<file path="src/rtl/pipeline_hazard_ctrl.sv">
// pipeline_hazard_ctrl
//   Sequencing unit for the 5-stage pipeline. It produces the per-latch
//   enable/flush controls and the PC write enable. It resolves I-cache
//   misses, D-cache waits, load-use hazards, EX redirects and halt drain.
//
// Ports
//   CLK, nRST         clock, synchronous active-low reset
//   ihit, dhit        fetch / data access completes this cycle
//   mem_ren, mem_wen  MEM-stage data request
//   ex_memread, ex_rt load in EX and its destination register
//   id_rs, id_rt      source registers of the instruction in ID
//   ex_redirect       taken branch / jump resolved in EX
//   id_halt, wb_halt  halt decoded in ID / halt retiring in WB
//   pc_en, *_en       latch write enables
//   ifid_flush, idex_flush  clear latch to a bubble (dominates its enable)
//   halted            CPU halted
//
// Optional build macro PIPE_PERF_EN adds three 32-bit performance counters:
//   stall_cycles, flush_count and lu_count.
module pipeline_hazard_ctrl #(
  parameter int REG_W = 5
) (
  input  logic             CLK,
  input  logic             nRST,
  input  logic             ihit,
  input  logic             dhit,
  input  logic             mem_ren,
  input  logic             mem_wen,
  input  logic             ex_memread,
  input  logic [REG_W-1:0] ex_rt,
  input  logic [REG_W-1:0] id_rs,
  input  logic [REG_W-1:0] id_rt,
  input  logic             ex_redirect,
  input  logic             id_halt,
  input  logic             wb_halt,
  output logic             pc_en,
  output logic             ifid_en,
  output logic             ifid_flush,
  output logic             idex_en,
  output logic             idex_flush,
  output logic             exmem_en,
  output logic             memwb_en,
`ifdef PIPE_PERF_EN
  output logic [31:0]      stall_cycles,
  output logic [31:0]      flush_count,
  output logic [31:0]      lu_count,
`endif
  output logic             halted
);

  typedef enum logic [1:0] {RUN, DWAIT, DRAIN, HALT} state_t;

  state_t state, state_nxt;
  logic   drain_flag, drain_flag_nxt;
  logic   memreq, lu, in_drain, freeze;

  assign memreq = mem_ren | mem_wen;
  assign lu     = ex_memread && (ex_rt != '0) && ((ex_rt == id_rs) || (ex_rt == id_rt));
  // A DWAIT that was entered while draining must still behave as DRAIN.
  assign in_drain = (state == DRAIN) || ((state == DWAIT) && drain_flag);
  // A DWAIT cycle with no request counts as a completed access.
  assign freeze   = memreq && !dhit;

  always_ff @(posedge CLK) begin
    if (!nRST) begin
      state      <= RUN;
      drain_flag <= 1'b0;
    end else begin
      state      <= state_nxt;
      drain_flag <= drain_flag_nxt;
    end
  end

  always_comb begin
    pc_en      = 1'b0;
    ifid_en    = 1'b0;
    ifid_flush = 1'b0;
    idex_en    = 1'b0;
    idex_flush = 1'b0;
    exmem_en   = 1'b0;
    memwb_en   = 1'b0;
    halted     = 1'b0;
    state_nxt  = state;

    if (state == HALT) begin
      halted = 1'b1;
    end else if (freeze) begin
      state_nxt = DWAIT;
    end else begin
      state_nxt = in_drain ? DRAIN : RUN;
      exmem_en  = 1'b1;
      memwb_en  = 1'b1;
      // The halt is older than any branch in EX, so redirects are dropped in drain.
      if (ex_redirect && !in_drain) begin
        pc_en      = 1'b1;
        ifid_flush = 1'b1;
        idex_flush = 1'b1;
      end else if (lu || !ihit) begin
        idex_flush = 1'b1;
      end else begin
        idex_en = 1'b1;
        if (in_drain) begin
          // Only bubbles may follow the halt.
          ifid_flush = 1'b1;
        end else begin
          pc_en   = 1'b1;
          ifid_en = 1'b1;
          if (id_halt) state_nxt = DRAIN;
        end
      end
    end

    // WB retires on its own, so the halt wins even over a dmem stall.
    if (state != HALT && wb_halt) state_nxt = HALT;

    drain_flag_nxt = (state_nxt == DRAIN) || ((state_nxt == DWAIT) && in_drain);

    if (!nRST) begin
      pc_en      = 1'b0;
      ifid_en    = 1'b0;
      ifid_flush = 1'b0;
      idex_en    = 1'b0;
      idex_flush = 1'b0;
      exmem_en   = 1'b0;
      memwb_en   = 1'b0;
      halted     = 1'b0;
    end
  end

`ifdef PIPE_PERF_EN
  // Events are decoded from the outputs. A taken redirect is the only case
  // that has both pc_en and ifid_flush set. A load-use bubble is an ID/EX
  // flush without an IF/ID flush while lu holds, because lu outranks !ihit.
  logic ev_redirect, ev_lu;
  assign ev_redirect = pc_en && ifid_flush;
  assign ev_lu       = idex_flush && !ifid_flush && lu;

  always_ff @(posedge CLK) begin
    if (!nRST) begin
      stall_cycles <= '0;
      flush_count  <= '0;
      lu_count     <= '0;
    end else if (state != HALT) begin
      if (!pc_en)      stall_cycles <= stall_cycles + 32'd1;
      if (ev_redirect) flush_count  <= flush_count + 32'd1;
      if (ev_lu)       lu_count     <= lu_count + 32'd1;
    end
  end
`endif

endmodule

</file>
<file path="config.mk">
export PLATFORM = sky130hd
export DESIGN_NAME = pipeline_hazard_ctrl
export DESIGN_NICKNAME = d
export VERILOG_FILES = /design/src/rtl/pipeline_hazard_ctrl.sv
export SDC_FILE = /design/constraint.sdc
export NUM_CORES = 1
export LEC_CHECK = 0
export BUFFER_PORTS_ARGS = -buffer_cell sky130_fd_sc_hd__buf_4
export CAP_MARGIN = 30
export CORE_AREA = 3 3 40 42
export CTS_CLUSTER_DIAMETER = 50
export CTS_CLUSTER_SIZE = 40
export DETAILED_ROUTE_END_ITERATION = 7
export DIE_AREA = 0 0 43 45
export GPL_ROUTABILITY_DRIVEN = 0
export PLACE_DENSITY = 0.79
export SETUP_SLACK_MARGIN = 0.1
export SLEW_MARGIN = 10
export SYNTH_ARGS = -nofsm -noshare
export SYNTH_HDL_FRONTEND = slang
export SYNTH_SLANG_ARGS = --single-unit
</file>
<file path="constraint.sdc">
create_clock -name CLK -period 1.54 [get_ports CLK]
set_clock_uncertainty 0.05 [all_clocks]
set_input_delay 0.308 -clock CLK [delete_from_list [all_inputs] [get_ports CLK]]
set_output_delay 0.308 -clock CLK [all_outputs]
set_load 0.01 [all_outputs]
</file>
# Word-level counts from Yosys, hierarchy flattened
# Cells that the tools add are included.
[op_classes]
eq_ne = 8
muxes = 39
bitwise_logic = 1
reduce_logical = 15
[ops]
columns = ["op", "count"]
rows = [
  ["$mux 1", 31],
  ["$mux 2", 8],
  ["$eq 5x5->1", 2],
  ["$logic_and 1x1->1", 7],
  ["$eq 2x2->1 const B", 3],
  ["$reduce_bool 5->1", 1],
  ["$eq 2x1->1 const B", 2],
  ["$logic_or 1x1->1", 4],
  ["$logic_not 1->1", 3],
  ["$ne 2x2->1 const B", 1],
  ["$or 1x1->1", 1],
]
[totals]
reg_bits = 3
output_inout_bits = 8
wordCells = 65

# Longest topological paths before layout
# Gate-level depths: netlist of run 1.
[logic_depth]
ltp_word = 14
ltp_mapped = 5
depth_no_buf = 5

# Worst setup path after synthesis of run 1
# OpenSTA, ideal clock, no wires.
[synth_timing]
kind = "in2out"
start = "input ex_rt[1]"
end = "output ifid_en"
t_arrival_ns = 1.391
slack_ns = -0.209
stages = 4
n_path_buf = 0
path_cell_list = "or4_4 > o21ai_4 > o21ai_2 > nor3_1"
[synth_between]
elab_chain_len = 9
word_cells_on_any_way = 12
[synth_lines]
columns = ["item", "line_no", "source"]
rows = [
  ["from (decl)", "30", "input logic [REG_W-1:0] ex_rt,"],
  ["$eq 5x5->1 / $reduce_bool 5->1 (equally long branches)", "58", "assign lu = ex_memread && (ex_rt != '0) && ((ex_rt == id_rs) || (ex_rt == id_rt));"],
  ["$logic_or 1x1->1 / $logic_and 1x1->1 (equally long branches)", "58", ""],
  ["$logic_and 1x1->1 *", "58", ""],
  ["$logic_or 1x1->1 *", "98", "end else if (lu || !ihit) begin"],
  ["$mux 1 *", "98", ""],
  ["$mux 1 *", "94", "if (ex_redirect && !in_drain) begin"],
  ["$mux 1 *", "87", "end else if (freeze) begin"],
  ["$mux 1 *", "85", "if (state == HALT) begin"],
  ["$mux 1 *", "118", "if (!nRST) begin"],
  ["to (decl)", "37", "output logic ifid_en,"],
]
# Every way passes the cells marked *; elsewhere a longest branch is shown, timed or not.

# Final worst setup path of run 1
# Ends and elaborated chain as after synthesis.

==> flow_summary.ini, run 1 <==
[global_route]
grt_pass1_vias = 607
grt.total_usage = 0.169
grt_overflow = 0
grt_max_degree = 7
antenna_found_initial = 0
grt_pass1_wl_um = 2350

[sta]
fin_crit_ns = 1.88
whs_ns = 0.241
worstMarginPinSlew_ns = 0.297
fmax_ghz = 0.533
setup_viol = 5
rsz0062_at_grt = yes
drv_slew = 0
fin_crit_sh = 1.22
fin_ws_ns = -0.336
hold_violations = 0
maxSlewHeadroom = 0.802
setup_tns_ns = -1.59

[die]
core_mm2 = 0.00128
rows = 13
die_w_um = 43
start_util = 0.315
die-area_mm2 = 0.00194
die-height_um = 45
boundaryPins = 33

[synthesis]
ys_types = 25
synth-edff-count = 0
ys_seq_elements = 3
synth_area_leaders = xor2_1, dfxtp_1, a22oi_4, nor3_1, o21ai_4
yosysTopAreaCell = xor2_1
synth_flop_cell = dfxtp_1
syn-instance-count = 51
yosysMostFrequentCell = xor2_1
synth_warnings = 0
async_flop_share = 0
ys_seq_area_frac = 0.149
avgSynthCellArea_um2 = 7.92
ys_top_cells_by_count = xor2_1, inv_1, nand2_1, nor3_1
synth_area_um2 = 404
synth.net_count = 76
yosysTopAreaCellShare = 0.217

[worst_setup_path]
crit_type = input pin to primary output
cp_top_family = simple AND/OR/NAND/NOR gates
path_cells = buf_8 > or4_4 > o21ai_4 > o21ai_4 > nor3_2 > buf_4
crit_path_start_kind = input pin
cp_data_arrival_time_ns = 1.52
end_kind = primary output
cp.required_ns = 1.18
cp_slowest_stage_delay_ns = 0.53
path_buf_inv = 2
critPathMaxFanout = 4
worst_path_max_delay_cell = or4_4
crit_top_cell = o21ai_4

[layout]
layout-drive-gt1-share = 0.683
finalNetCount = 127
fin_cells = 116
area_delta_synth_final_pct = 121
diodes = 0

[clock_tree]
htree_levels = 1
clockBufferDepth = 2
cts_root_buffer = clkbuf_4
clock-sinks = 3
cts_inserted_buffers = 3
cts_tree = built
clk_pin_slew_ns = 0.04
clk_latency_ns = 0.23

[drt]
drtPass1Iterations = 1
drtIter0Drc = 0
num_vias = 580
remaining_drc_errors = 0
route.antenna.remaining_nets = 0
viasPerCell = 5.00
routed_wl_um = 1420
wl_per_cell_um = 12.2

[placed_design]
port_buffers = 32
place_hpwl_um = 1140
dp.cells = 110

[pwr]
p_leak_uw = 0.000456
p_per_area_mw_per_mm2 = 538
power.total_uw = 480
peakVddDrop_mv = 0.258

[job]
cap_viol_max_count = 0

[status]
outcome = complete, but fails checks
violations = setup timing

[hold_path]
hold_class = input pin to register
==> state kept, by name, summed over array words and instances (netlist names) <==
| name | count |
|---|---|
| state | 2 |
| drain_flag | 1 |
==> where the power goes <==
part	internal (uW)	switching, uW	total (uW)
Sequential	85.3	7.56	92.9
Clock	97.2	42.5	140
Combinational	144	104	247
Total	326	154	480
==> repair_timing <==
action / in CTS / in global routing
pin swaps: 4 / 0
hold endpoints to repair: 0 / 0
hold buffers: 0 / 0
setup endpoints to repair: 8 / 9
gates resized for setup: 17 / 4
setup buffers: 2 / 0
cloned: 0 / 0
==> routing by layer <==
metal	global-route usage	wire, um	share of wire
met1	0.125	349	0.25
met2	0.338	897	0.63
met3	0.0438	135	0.095
met4	0.163	36	0.025
met5	0	0	0
==> logic make-up after synthesis <==
logic type,Yosys count,share of synthesized area
xor gates and xnor gates,10,0.217
buffers and inverters,5,0.0557
and+or+nand+nor,18,0.245
DFF,3,0.149
AOI/OAI and AO/OA,15,0.334
==> cells in the final DEF, fill, tap and decap left out, drive strengths merged <==
cell / n
nand3: 1
buf: 47
nor3: 4
a221o: 1
a22oi: 1
inv: 4
nand4: 1
o21ai: 4
o21a: 2
or4: 1
dfxtp: 3
clkbuf: 4
nor2: 3
or2: 1
xor2: 10
o211ai: 1
nand2: 4
and3: 1
o21bai: 1
o41ai: 1
a21o: 1
nand3b: 2
a21oi: 3
==> per-stage QoR <==
step | utilization | worst slack (ns) | cell area (um2)
finish | 0.694 | -0.336 | 892
global route | 0.694 | -0.398 | 892
CTS | 0.685 | -0.341 | 880
detailed placement | 0.606 | -0.378 | 778
global placement | 0.606 | -0.354 | 778
floorplan | - | -0.146 | 429
==> area by class of cell <==
| class | count | area, um2 |
|---|---|---|
| Sequential cell | 3 | 62.6 |
| Timing Repair Buffer | 47 | 390 |
| Clock buffer | 4 | 26.3 |
| Multi-Input combinational cell | 43 | 377 |
| Tap cell | 15 | 18.8 |
| Inverter | 4 | 17.5 |
| Fill cell | 125 | 393 |
==> final timing paths <==
| path | start | endpoint | slack [ns] | cells after the start |
|---|---|---|---|---|
| worst min-delay path | wb_halt | drain_flag$_SDFF_PN0_ | 0.24 | 2 |
| worst max register to register | state[1]$_SDFF_PN0_ | state[1]$_SDFF_PN0_ | 0.27 | 6 |
| worst max-delay path | ex_rt[1] | ifid_en | -0.34 | 6 |
| worst min register to register | state[0]$_SDFF_PN0_ | drain_flag$_SDFF_PN0_ | 0.64 | 3 |
Note: power is estimated with default switching activity, not from simulation.
==> run 2: changes to the inputs <==
- BUFFER_PORTS_ARGS: -buffer_cell sky130_fd_sc_hd__buf_4 -> -buffer_cell sky130_fd_sc_hd__buf_2
==> flow_summary.ini, run 2 (synthesis gave the netlist of run 1 again) <==
[worst_setup_path]
cp_slowest_stage_delay_ns = 0.54
crit_path_start_kind = input pin
worst_path_max_delay_cell = or4_4
r2r_start = state[1]$_SDFF_PN0_
cp_data_arrival_time_ns = 1.56
crit_start = ex_rt[1]
critPathMaxFanout = 4
end_kind = primary output
path_cells = buf_8 > or4_4 > o21ai_4 > o21ai_4 > nor3_2 > buf_2
cp.required_ns = 1.18
worstSetupPathDepth = 6
crit_top_cell = o21ai_4
cp_top_family = simple AND/OR/NAND/NOR gates
path_buf_inv = 2
r2r_cells = 8
crit_type = input pin to primary output

[drt]
routed_wl_um = 1350
num_vias = 568
wl_met3_um = 134
remaining_drc_errors = 0
dr_wl_met2_um = 818
drtIter0Drc = 7
drtPass1Iterations = 4
route.antenna.remaining_nets = 0
wl_met1_um = 379
highest_layer = met4
viasPerCell = 4.90
wl_per_cell_um = 11.7

[layout]
finalNetCount = 127
regArea_um2 = 62.6
mostFrequentLayoutCells = buf_2, buf_4, xor2_1, buf_6
layout-drive-gt1-share = 0.653
diodes = 0
layout_commonest_cell = buf_2
top_register = state
num-fill-cells = 126
top_regs = state (2), drain_flag (1)
multi_input_area_um2 = 359
area_delta_synth_final_pct = 95.7
largest_reg_flops = 2

[sta]
setup_tns_ns = -1.74
drv_slew = 0
setup_viol = 5
maxSlewHeadroom = 0.853
fmax_ghz = 0.521
whs_ns = 0.252
rsz0062_at_grt = yes
fin_ws_ns = -0.381
fin_crit_ns = 1.92
fin_crit_sh = 1.25
worstMarginPinSlew_ns = 0.219
hold_violations = 0

[die]
boundaryPins = 33
die-height_um = 45
die-area_mm2 = 0.00194
core_mm2 = 0.00128
start_util = 0.315
rows = 13
die_w_um = 43

[clock_tree]
cts_inserted_buffers = 3
cts_tree = built
htree_levels = 1
ctsHoldBuffers = 0
clk_latency_ns = 0.24
cts_root_buffer = clkbuf_4
clock-sinks = 3
clk_pin_slew_ns = 0.04
clockBufferDepth = 2

[global_route]
grt_pass1_vias = 572
grt_pass1_wl_um = 2140
antenna_found_initial = 0
grt_max_degree = 7
grt_overflow = 0
grt.total_usage = 0.149

[hold_path]
hold_path_depth = 2
hold_class = input pin to register
worstHoldStart = wb_halt

[placed_design]
place_ws_ns = -0.406
place_hpwl_um = 1130
port_buffers = 32

[status]
violations = setup timing
outcome = complete, but fails checks

[job]
cap_viol_max_count = 0

[pwr]
peakVddDrop_mv = 0.266
p_leak_uw = 0.000437
p_per_area_mw_per_mm2 = 568
## run 2: per-layer routing
| metal | GRT usage | vias to the layer above |
|---|---|---|
| met4 | 0.0843 | 0 |
| met2 | 0.314 | 30 |
| met5 | 0 | - |
| li1 | - | 282 |
| met1 | 0.129 | 254 |
| met3 | 0.0239 | 2 |
## run 2: through the flow
step | area [um2] | total power (uW) | util | instances
after global routing | 791 | 481 | 0.615 | 116
after detailed placement | 691 | 281 | 0.537 | 109
after CTS | 771 | 449 | 0.600 | 114
after global placement | 691 | 272 | 0.537 | 109
after floorplan | 429 | 182 | - | 51
final | 791 | 449 | 0.615 | 116
## run 2: repair_timing
action,in CTS,in global routing
resized for setup,12,2
setup buffers,1,2
cloned,0,0
setup endpoints to repair,7,8
pin swaps,4,7
## run 2: worst reg2reg max path, stage by stage (launching register included)
cell	delay, ns
dfxtp_2	0.33
buf_6	0.12
nand2_4	0.06
nand3_2	0.07
inv_2	0.08
buf_4	0.11
buf_4	0.09
nand4_1	0.14
o41ai_2	0.28
## run 2: worst paths after layout
path | end | slack [ns]
hold reg to reg | drain_flag$_SDFF_PN0_ | 0.61
setup / recovery | ifid_en | -0.38
setup reg to reg | drain_flag$_SDFF_PN0_ | 0.13
hold / removal | drain_flag$_SDFF_PN0_ | 0.25
## run 2: final cells by class
| type | count | share of cell area |
|---|---|---|
| timing repair buffer | 47 | 0.391 |
| clock buffer | 4 | 0.0332 |
| sequential | 3 | 0.0791 |
| tap | 15 | 0.0237 |
| inverter | 4 | 0.0190 |
| multi-input combinational | 43 | 0.454 |
## run 2: report_power, final
part	internal (uW)	switching (uW)
Sequential	85.3	7.78
Clock	97.4	45.6
Combinational	116	96.5
==> run 3: changes to the inputs <==
- SETUP_SLACK_MARGIN: 0.1 -> default
==> flow_summary.ini, run 3 (synthesis gave the netlist of run 1 again) <==
[layout]
top_regs = state (2), drain_flag (1)
layout-drive-gt1-share = 0.644
largest_reg_flops = 2
finalNetCount = 127
layout_commonest_cell = buf_2
diodes = 0
mostFrequentLayoutCells = buf_2, buf_4, xor2_1
area_delta_synth_final_pct = 90.1
num-fill-cells = 124
top_register = state

[status]
violations = setup timing
outcome = complete, but fails checks

[worst_setup_path]
cp.required_ns = 1.18
crit_path_start_kind = input pin
end_kind = primary output
critPathMaxFanout = 3
cp_data_arrival_time_ns = 1.54
crit_start = ex_rt[1]
crit_type = input pin to primary output
r2r_slack_ns = 0.14
r2r_start = state[1]$_SDFF_PN0_

[global_route]
grt.total_usage = 0.146
grt_pass1_vias = 552
grt_overflow = 0
grt_max_degree = 7
grt_pass1_wl_um = 2100
antenna_found_initial = 0

[sta]
setup_viol = 5
hold_violations = 0
drv_slew = 0
setup_tns_ns = -1.69
fin_ws_ns = -0.356
fmax_ghz = 0.527
rsz0062_at_grt = yes
whs_ns = 0.252
fin_crit_ns = 1.90
fin_crit_sh = 1.23
maxSlewHeadroom = 0.856
worstMarginPinSlew_ns = 0.215

[drt]
viasPerCell = 4.89
remaining_drc_errors = 0
route.antenna.remaining_nets = 0
drtPass1Iterations = 4
num_vias = 567
drtIter0Drc = 3
wl_per_cell_um = 11.4
routed_wl_um = 1320

[clock_tree]
clockBufferDepth = 2
cts_tree = built
clk_pin_slew_ns = 0.04
cts_root_buffer = clkbuf_4
clk_latency_ns = 0.24
clock-sinks = 3
cts_inserted_buffers = 3
ctsHoldBuffers = 0
htree_levels = 1

[die]
core_mm2 = 0.00128
die_w_um = 43
boundaryPins = 33
start_util = 0.315
rows = 13
die-height_um = 45
die-area_mm2 = 0.00194

[pwr]
p_leak_uw = 0.000426
p_per_area_mw_per_mm2 = 572
peakVddDrop_mv = 0.259
power.total_uw = 440

[placed_design]
port_buffers = 32
place_hpwl_um = 1130

[hold_path]
worstHoldStart = wb_halt
hold_class = input pin to register

[job]
cap_viol_max_count = 0
run 3: through the flow:
| stage | setup WS [ns] | area, um2 | utilization | std cells |
|---|---|---|---|---|
| floorplan | -0.146 | 429 | - | 51 |
| global placement | -0.359 | 691 | 0.537 | 109 |
| detailed placement | -0.406 | 691 | 0.537 | 109 |
| CTS | -0.376 | 746 | 0.580 | 114 |
| global route | -0.411 | 768 | 0.598 | 116 |
| finish | -0.356 | 768 | 0.598 | 116 |
run 3: power by group:
part | total [uW] | leakage, uW | switching [uW] | internal [uW]
logic | 204 | 0.000385 | 93.8 | 110
registers | 92.0 | 0.0000251 | 7.22 | 84.8
clock network | 144 | 0.0000150 | 46.4 | 97.5
run 3: cell type report:
type | instances | area [um2] | area share
Multi-Input combinational cell | 43 | 354 | 0.461
Timing Repair Buffer | 47 | 293 | 0.381
Sequential cell | 3 | 61.3 | 0.0798
Clock buffer | 4 | 26.3 | 0.0342
Tap cell | 15 | 18.8 | 0.0244
Inverter | 4 | 15.0 | 0.0195
run 3: what timing repair did:
item / in CTS / in global routing
pin swaps: 3 / 6
endpoints found under the hold margin: 0 / 0
buffers inserted: 1 / 2
resized for setup: 7 / 2
endpoints found under the setup margin: 7 / 8
run 3: final timing paths:
path / end / cells after the start
worst max-delay path: ifid_flush / 6
worst min-delay path: drain_flag$_SDFF_PN0_ / 2
worst max register to register: drain_flag$_SDFF_PN0_ / 8
worst min register to register: drain_flag$_SDFF_PN0_ / 3
run 3: per-layer routing:
metal | up-vias | wire (um) | track usage
li1 | 281 | - | -
met1 | 256 | 383 | 0.134
met2 | 28 | 794 | 0.308
met3 | 2 | 125 | 0.0199
met4 | 0 | 18 | 0.0723
met5 | - | 0 | 0
run 3: worst max-delay path: stages:
cell	delay, ns
buf_8	0.10
or4_4	0.54
o21ai_4	0.19
o211ai_1	0.15
a21oi_2	0.13
buf_2	0.13
